File: src/rtl/mem_wb_stage.sv
// MEM/WB pipeline register and writeback unit: big-endian load extraction,
// result select, GPR write port and retired-instruction counter. Optional WB_BYPASS_EN.
module mem_wb_stage #(
    parameter int XLEN = 32
) (
    input  logic            clk,
    input  logic            rst,
    input  logic            stall_i,
    input  logic            flush_i,
    input  logic            m_valid,
    input  logic            m_regwrite,
    input  logic            m_memtoreg,
    input  logic            m_link,
    input  logic [2:0]      m_load_type,
    input  logic [1:0]      m_addr_lo,
    input  logic [4:0]      m_wa,
    input  logic [XLEN-1:0] m_alu_result,
    input  logic [XLEN-1:0] m_mem_rdata,
    input  logic [XLEN-1:0] m_pc_plus8,
`ifdef WB_BYPASS_EN
    input  logic [4:0]      d_ra1,
    input  logic [4:0]      d_ra2,
    input  logic [XLEN-1:0] d_rd1_raw,
    input  logic [XLEN-1:0] d_rd2_raw,
    output logic [XLEN-1:0] d_rd1,
    output logic [XLEN-1:0] d_rd2,
`endif
    output logic            rf_we,
    output logic [4:0]      rf_wa,
    output logic [XLEN-1:0] rf_wd,
    output logic            wb_valid,
    output logic [31:0]     retired_count
);

    localparam logic [2:0] LT_LW  = 3'd0;
    localparam logic [2:0] LT_LB  = 3'd1;
    localparam logic [2:0] LT_LBU = 3'd2;
    localparam logic [2:0] LT_LH  = 3'd3;
    localparam logic [2:0] LT_LHU = 3'd4;

    logic            r_valid;
    logic            r_regwrite;
    logic            r_memtoreg;
    logic            r_link;
    logic [2:0]      r_load_type;
    logic [1:0]      r_addr_lo;
    logic [4:0]      r_wa;
    logic [XLEN-1:0] r_alu_result;
    logic [XLEN-1:0] r_mem_rdata;
    logic [XLEN-1:0] r_pc_plus8;
    logic [31:0]     r_retired_count;

    logic [7:0]      w_byte;
    logic [15:0]     w_half;
    logic [XLEN-1:0] w_load_data;
    logic [XLEN-1:0] w_rf_wd;
    logic            w_rf_we;

    // Stage register: every field is cleared on reset so all outputs read 0.
    always_ff @(posedge clk or posedge rst) begin
        if (rst) begin
            r_valid      <= 1'b0;
            r_regwrite   <= 1'b0;
            r_memtoreg   <= 1'b0;
            r_link       <= 1'b0;
            r_load_type  <= 3'd0;
            r_addr_lo    <= 2'd0;
            r_wa         <= 5'd0;
            r_alu_result <= '0;
            r_mem_rdata  <= '0;
            r_pc_plus8   <= '0;
        end else if (flush_i) begin
            r_valid <= 1'b0;
        end else if (!stall_i) begin
            r_valid      <= m_valid;
            r_regwrite   <= m_regwrite;
            r_memtoreg   <= m_memtoreg;
            r_link       <= m_link;
            r_load_type  <= m_load_type;
            r_addr_lo    <= m_addr_lo;
            r_wa         <= m_wa;
            r_alu_result <= m_alu_result;
            r_mem_rdata  <= m_mem_rdata;
            r_pc_plus8   <= m_pc_plus8;
        end
    end

    // A held (stalled) entry is presented again but retires only once.
    always_ff @(posedge clk or posedge rst) begin
        if (rst) begin
            r_retired_count <= 32'd0;
        end else if (r_valid && !stall_i) begin
            r_retired_count <= r_retired_count + 32'd1;
        end
    end

    always_comb begin
        w_byte = r_mem_rdata[7:0];
        case (r_addr_lo)
            2'd0:    w_byte = r_mem_rdata[31:24];
            2'd1:    w_byte = r_mem_rdata[23:16];
            2'd2:    w_byte = r_mem_rdata[15:8];
            default: w_byte = r_mem_rdata[7:0];
        endcase
        w_half = r_addr_lo[1] ? r_mem_rdata[15:0] : r_mem_rdata[31:16];
    end

    always_comb begin
        w_load_data = r_mem_rdata;
        case (r_load_type)
            LT_LB:   w_load_data = {{24{w_byte[7]}}, w_byte};
            LT_LBU:  w_load_data = {24'd0, w_byte};
            LT_LH:   w_load_data = {{16{w_half[15]}}, w_half};
            LT_LHU:  w_load_data = {16'd0, w_half};
            LT_LW:   w_load_data = r_mem_rdata;
            default: w_load_data = r_mem_rdata;
        endcase
    end

    always_comb begin
        w_rf_wd = r_alu_result;
        if (r_link) begin
            w_rf_wd = r_pc_plus8;
        end else if (r_memtoreg) begin
            w_rf_wd = w_load_data;
        end
    end

    assign w_rf_we       = r_valid & r_regwrite & (r_wa != 5'd0);
    assign rf_we         = w_rf_we;
    assign rf_wa         = r_wa;
    assign rf_wd         = w_rf_wd;
    assign wb_valid      = r_valid;
    assign retired_count = r_retired_count;

`ifdef WB_BYPASS_EN
    // Same-cycle write-before-read for the decode-stage operand reads.
    assign d_rd1 = (w_rf_we && (d_ra1 == r_wa)) ? w_rf_wd : d_rd1_raw;
    assign d_rd2 = (w_rf_we && (d_ra2 == r_wa)) ? w_rf_wd : d_rd2_raw;
`endif

endmodule
File: config.mk
export PLATFORM = sky130hd
export DESIGN_NAME = mem_wb_stage
export DESIGN_NICKNAME = d
export VERILOG_FILES = /design/src/rtl/mem_wb_stage.sv
export SDC_FILE = /design/constraint.sdc
export NUM_CORES = 1
export LEC_CHECK = 0
export BUFFER_PORTS_ARGS = -buffer_cell sky130_fd_sc_hd__buf_4
export CORE_UTILIZATION = 56
export CTS_CLUSTER_SIZE = 25
export DETAILED_ROUTE_END_ITERATION = 12
export GPL_ROUTABILITY_DRIVEN = 0
export PLACE_DENSITY = 0.93
export RECOVER_POWER = 25
export SLEW_MARGIN = 0
export SYNTH_ARGS = -nofsm -noshare
export SYNTH_HDL_FRONTEND = slang
export SYNTH_SLANG_ARGS = --single-unit
File: constraint.sdc
create_clock -name clk -period 12.6 [get_ports clk]
set_clock_uncertainty 0.15 [all_clocks]
set_input_delay 0.63 -clock clk [delete_from_list [all_inputs] [get_ports clk]]
set_output_delay 0.63 -clock clk [all_outputs]
set_load 0.02 [all_outputs]
==> flow_metrics.py <==
metrics = {
    "floorplan": {
        "start_util_pct": 57.7,
        "fp.coreArea_um2": 11400,
        "die_w_um": 110,
        "rows": 39,
        "dieArea_um2": 12200,
        "die_y_um": 110,
        "io_pins": 185,
    },
    "clock_tree": {
        "h-tree-depth": 4,
        "cts_tree": "done",
        "holdBufCountCts": 0,
        "numCtsBuffers": 17,
        "clkLatencyLatePin_ns": 0.42,
        "clockBufferDepth": 2,
        "clockRootBuffer": "clkbuf_16",
        "clk_pin_slew_worst_paths_ns": 0.06,
        "ctsResizeCount": 0,
        "post-cts-setup-buffers": 0,
        "cts.sinks": 142,
    },
    "timing": {
        "finalSetupTns_ns": 0,
        "finalMaxSlewViolations": 95,
        "rsz0062_at_grt": "false",
        "period_needed_ns": 4.25,
        "timing.final.crit_share_pct": 33.8,
        "worstMarginPinSlew_ns": 3.08,
        "finalSetupViolCount": 0,
        "fmax_mhz": 235,
        "relSlewSlack_pct": -106,
        "hold_viol_final": 0,
        "setup_ws_ns": 8.35,
    },
    "worst_setup_path": {
        "cp.arrival_ns": 3.47,
        "cp_slowest_cell": "inv_1",
        "cp_top_family": "buffers and inverters",
        "crit_buf_inv": 2,
        "slowest_delay_ns": 0.89,
        "critical_path.cell_chain": "inv_1 > nand2_1 > o22ai_1 > a31oi_1 > buf_4",
        "cp-end-kind": "primary output",
        "crit_path_max_fanout": 34,
        "startpoint_type": "flip-flop",
        "cp.required_ns": 11.82,
        "worstSetupPathType": "flip-flop to primary output",
    },
    "synth": {
        "yosys_warnings": 0,
        "yosysSeqAreaShare_pct": 54.0,
        "synth_edf_count": 0,
        "syn_nets": 648,
        "ys_types": 43,
        "syn_avg_cell_area_um2": 12.4,
        "synthesis.instances": 533,
        "synth_flop_cell": "dfrtp_1",
        "synthArstFlopShare_pct": 100,
        "synth_seq_cells": 142,
        "syn_area_um2": 6580,
    },
    "global_route": {
        "track_usage_pct": 31.1,
        "gr-total-overflow": 0,
        "antenna_found_initial": 0,
        "grt_pass1_wl_um": 29300,
        "grt_max_degree": 94,
        "grt_pass1_vias": 5568,
    },
    "power_and_ir_drop": {
        "irDropWorstVdd_v": 0.000197,
        "p_per_area_nw_per_um2": 169,
        "finalPower_mw": 1.46,
        "p_leak_nw": 3.94,
    },
    "route": {
        "drtIter0Drc": 508,
        "vias": 5285,
        "wire_per_inst_um": 21.0,
        "ant_nets": 0,
        "vias_per_cell": 6.12,
        "finalWirelength_um": 18100,
        "remaining_drc_errors": 0,
        "firstDrtPassIters": 5,
    },
    "worst_hold_path": {
        "worstHoldPathType": "input pin to flip-flop",
    },
    "finish": {
        "mostFrequentLayoutCells": "buf_4 (185), dfrtp_1 (142), mux2_2 (107), nand2_1 (41), a21oi_1 (35)",
        "nets": 823,
        "diodes": 0,
        "area_delta_synth_final_pct": 31.7,
        "drive_gt1_share_pct": 46.7,
        "layout_commonest_cell": "buf_4",
        "fin_area_um2": 8670,
    },
    "run_status": {
        "status": "finished, violations left",
        "failed_checks": "max-capacitance violations, max-slew violations",
    },
    "placed_design": {
        "port_buffers": 184,
        "dpl_worst_slack_ns": 8.77,
        "placed_area_um2": 8040,
        "dp_hpwl_um": 12400,
    },
    "run": {
        "maxCapViolCount": 2,
    },
}
[routing by layer]
layer	GRT usage, %	vias up	routed length [um]
met2	51.5	290	9300
met3	9.71	65	1510
met4	16.0	0	799
li1	-	2298	-
met5	0	-	0
met1	36.3	2632	6510
[cell families after synthesis]
logic type | share of synthesized area, %
AO/OA/AOI/OAI | 9.39
XOR/XNOR | 4.39
adder cells (fa/ha/maj) | 0.190
buffers and inverters | 2.64
flip-flops | 54.0
multiplexers | 21.5
AND/OR/NAND/NOR | 7.92
[sequential cells by signal, summed over array words and instances (netlist names), 2 cells and up]
register,count
r_alu_result,32
retired_count,32
r_load_type,3
r_addr_lo,2
r_mem_rdata,32
rf_wa,5
r_pc_plus8,32
[power breakdown]
part	total [mW]	switching (mW)	internal, mW	leakage (nW)
Combinational	0.336	0.173	0.164	1.88
Clock	0.552	0.187	0.366	0.323
Sequential	0.573	0.0589	0.514	1.74
[worst paths after layout]
| kind | from | end | slack [ns] | cells past startpoint |
|---|---|---|---|---|
| worst max-delay path | r_link | rf_wd[15] | 8.35 | 5 |
| worst min register to register | retired_count[12] | retired_count[12] | 0.35 | 1 |
| worst min-delay path | flush_i | wb_valid | 0.22 | 2 |
| worst max register to register | wb_valid | retired_count[30] | 10.20 | 5 |
| max in group asynchronous | rst | r_pc_plus8[1] | 9.41 | 3 |
| min in group asynchronous | rst | wb_valid | 0.94 | 2 |
[stage by stage]
stage	util, %	instances	hold slack [ns]
after floorplan	-	533	0.324
after global placement	70.4	832	0.309
after detailed placement	70.4	832	0.338
after CTS	76.1	864	0.166
after global routing	75.9	864	0.204
final	75.9	864	0.218
[layout make-up]
cell class / count / area (um^2)
fillers: 726 / 2750
well taps: 143 / 179
multi-input cells: 352 / 2850
inverters: 8 / 31.3
clock inverters: 11 / 186
flip-flops and latches: 142 / 3550
clock buffers: 21 / 470
repair buffers: 187 / 1400
[synth_stat cells (all sizes together) (8+ instances only)]
master,count,area (um^2)
a21oi,35,175
buf,16,87.6
clkbuf,15,56.3
dfrtp,142,3550
inv,8,30.0
mux2,107,1200
mux4,8,180
nand2,41,154
nand3,13,65.1
nor2,14,52.6
o21ai,14,70.1
o22ai,23,144
or3,11,68.8
xnor2,20,175
xor2,13,114
(Power assumes the default switching activity.)
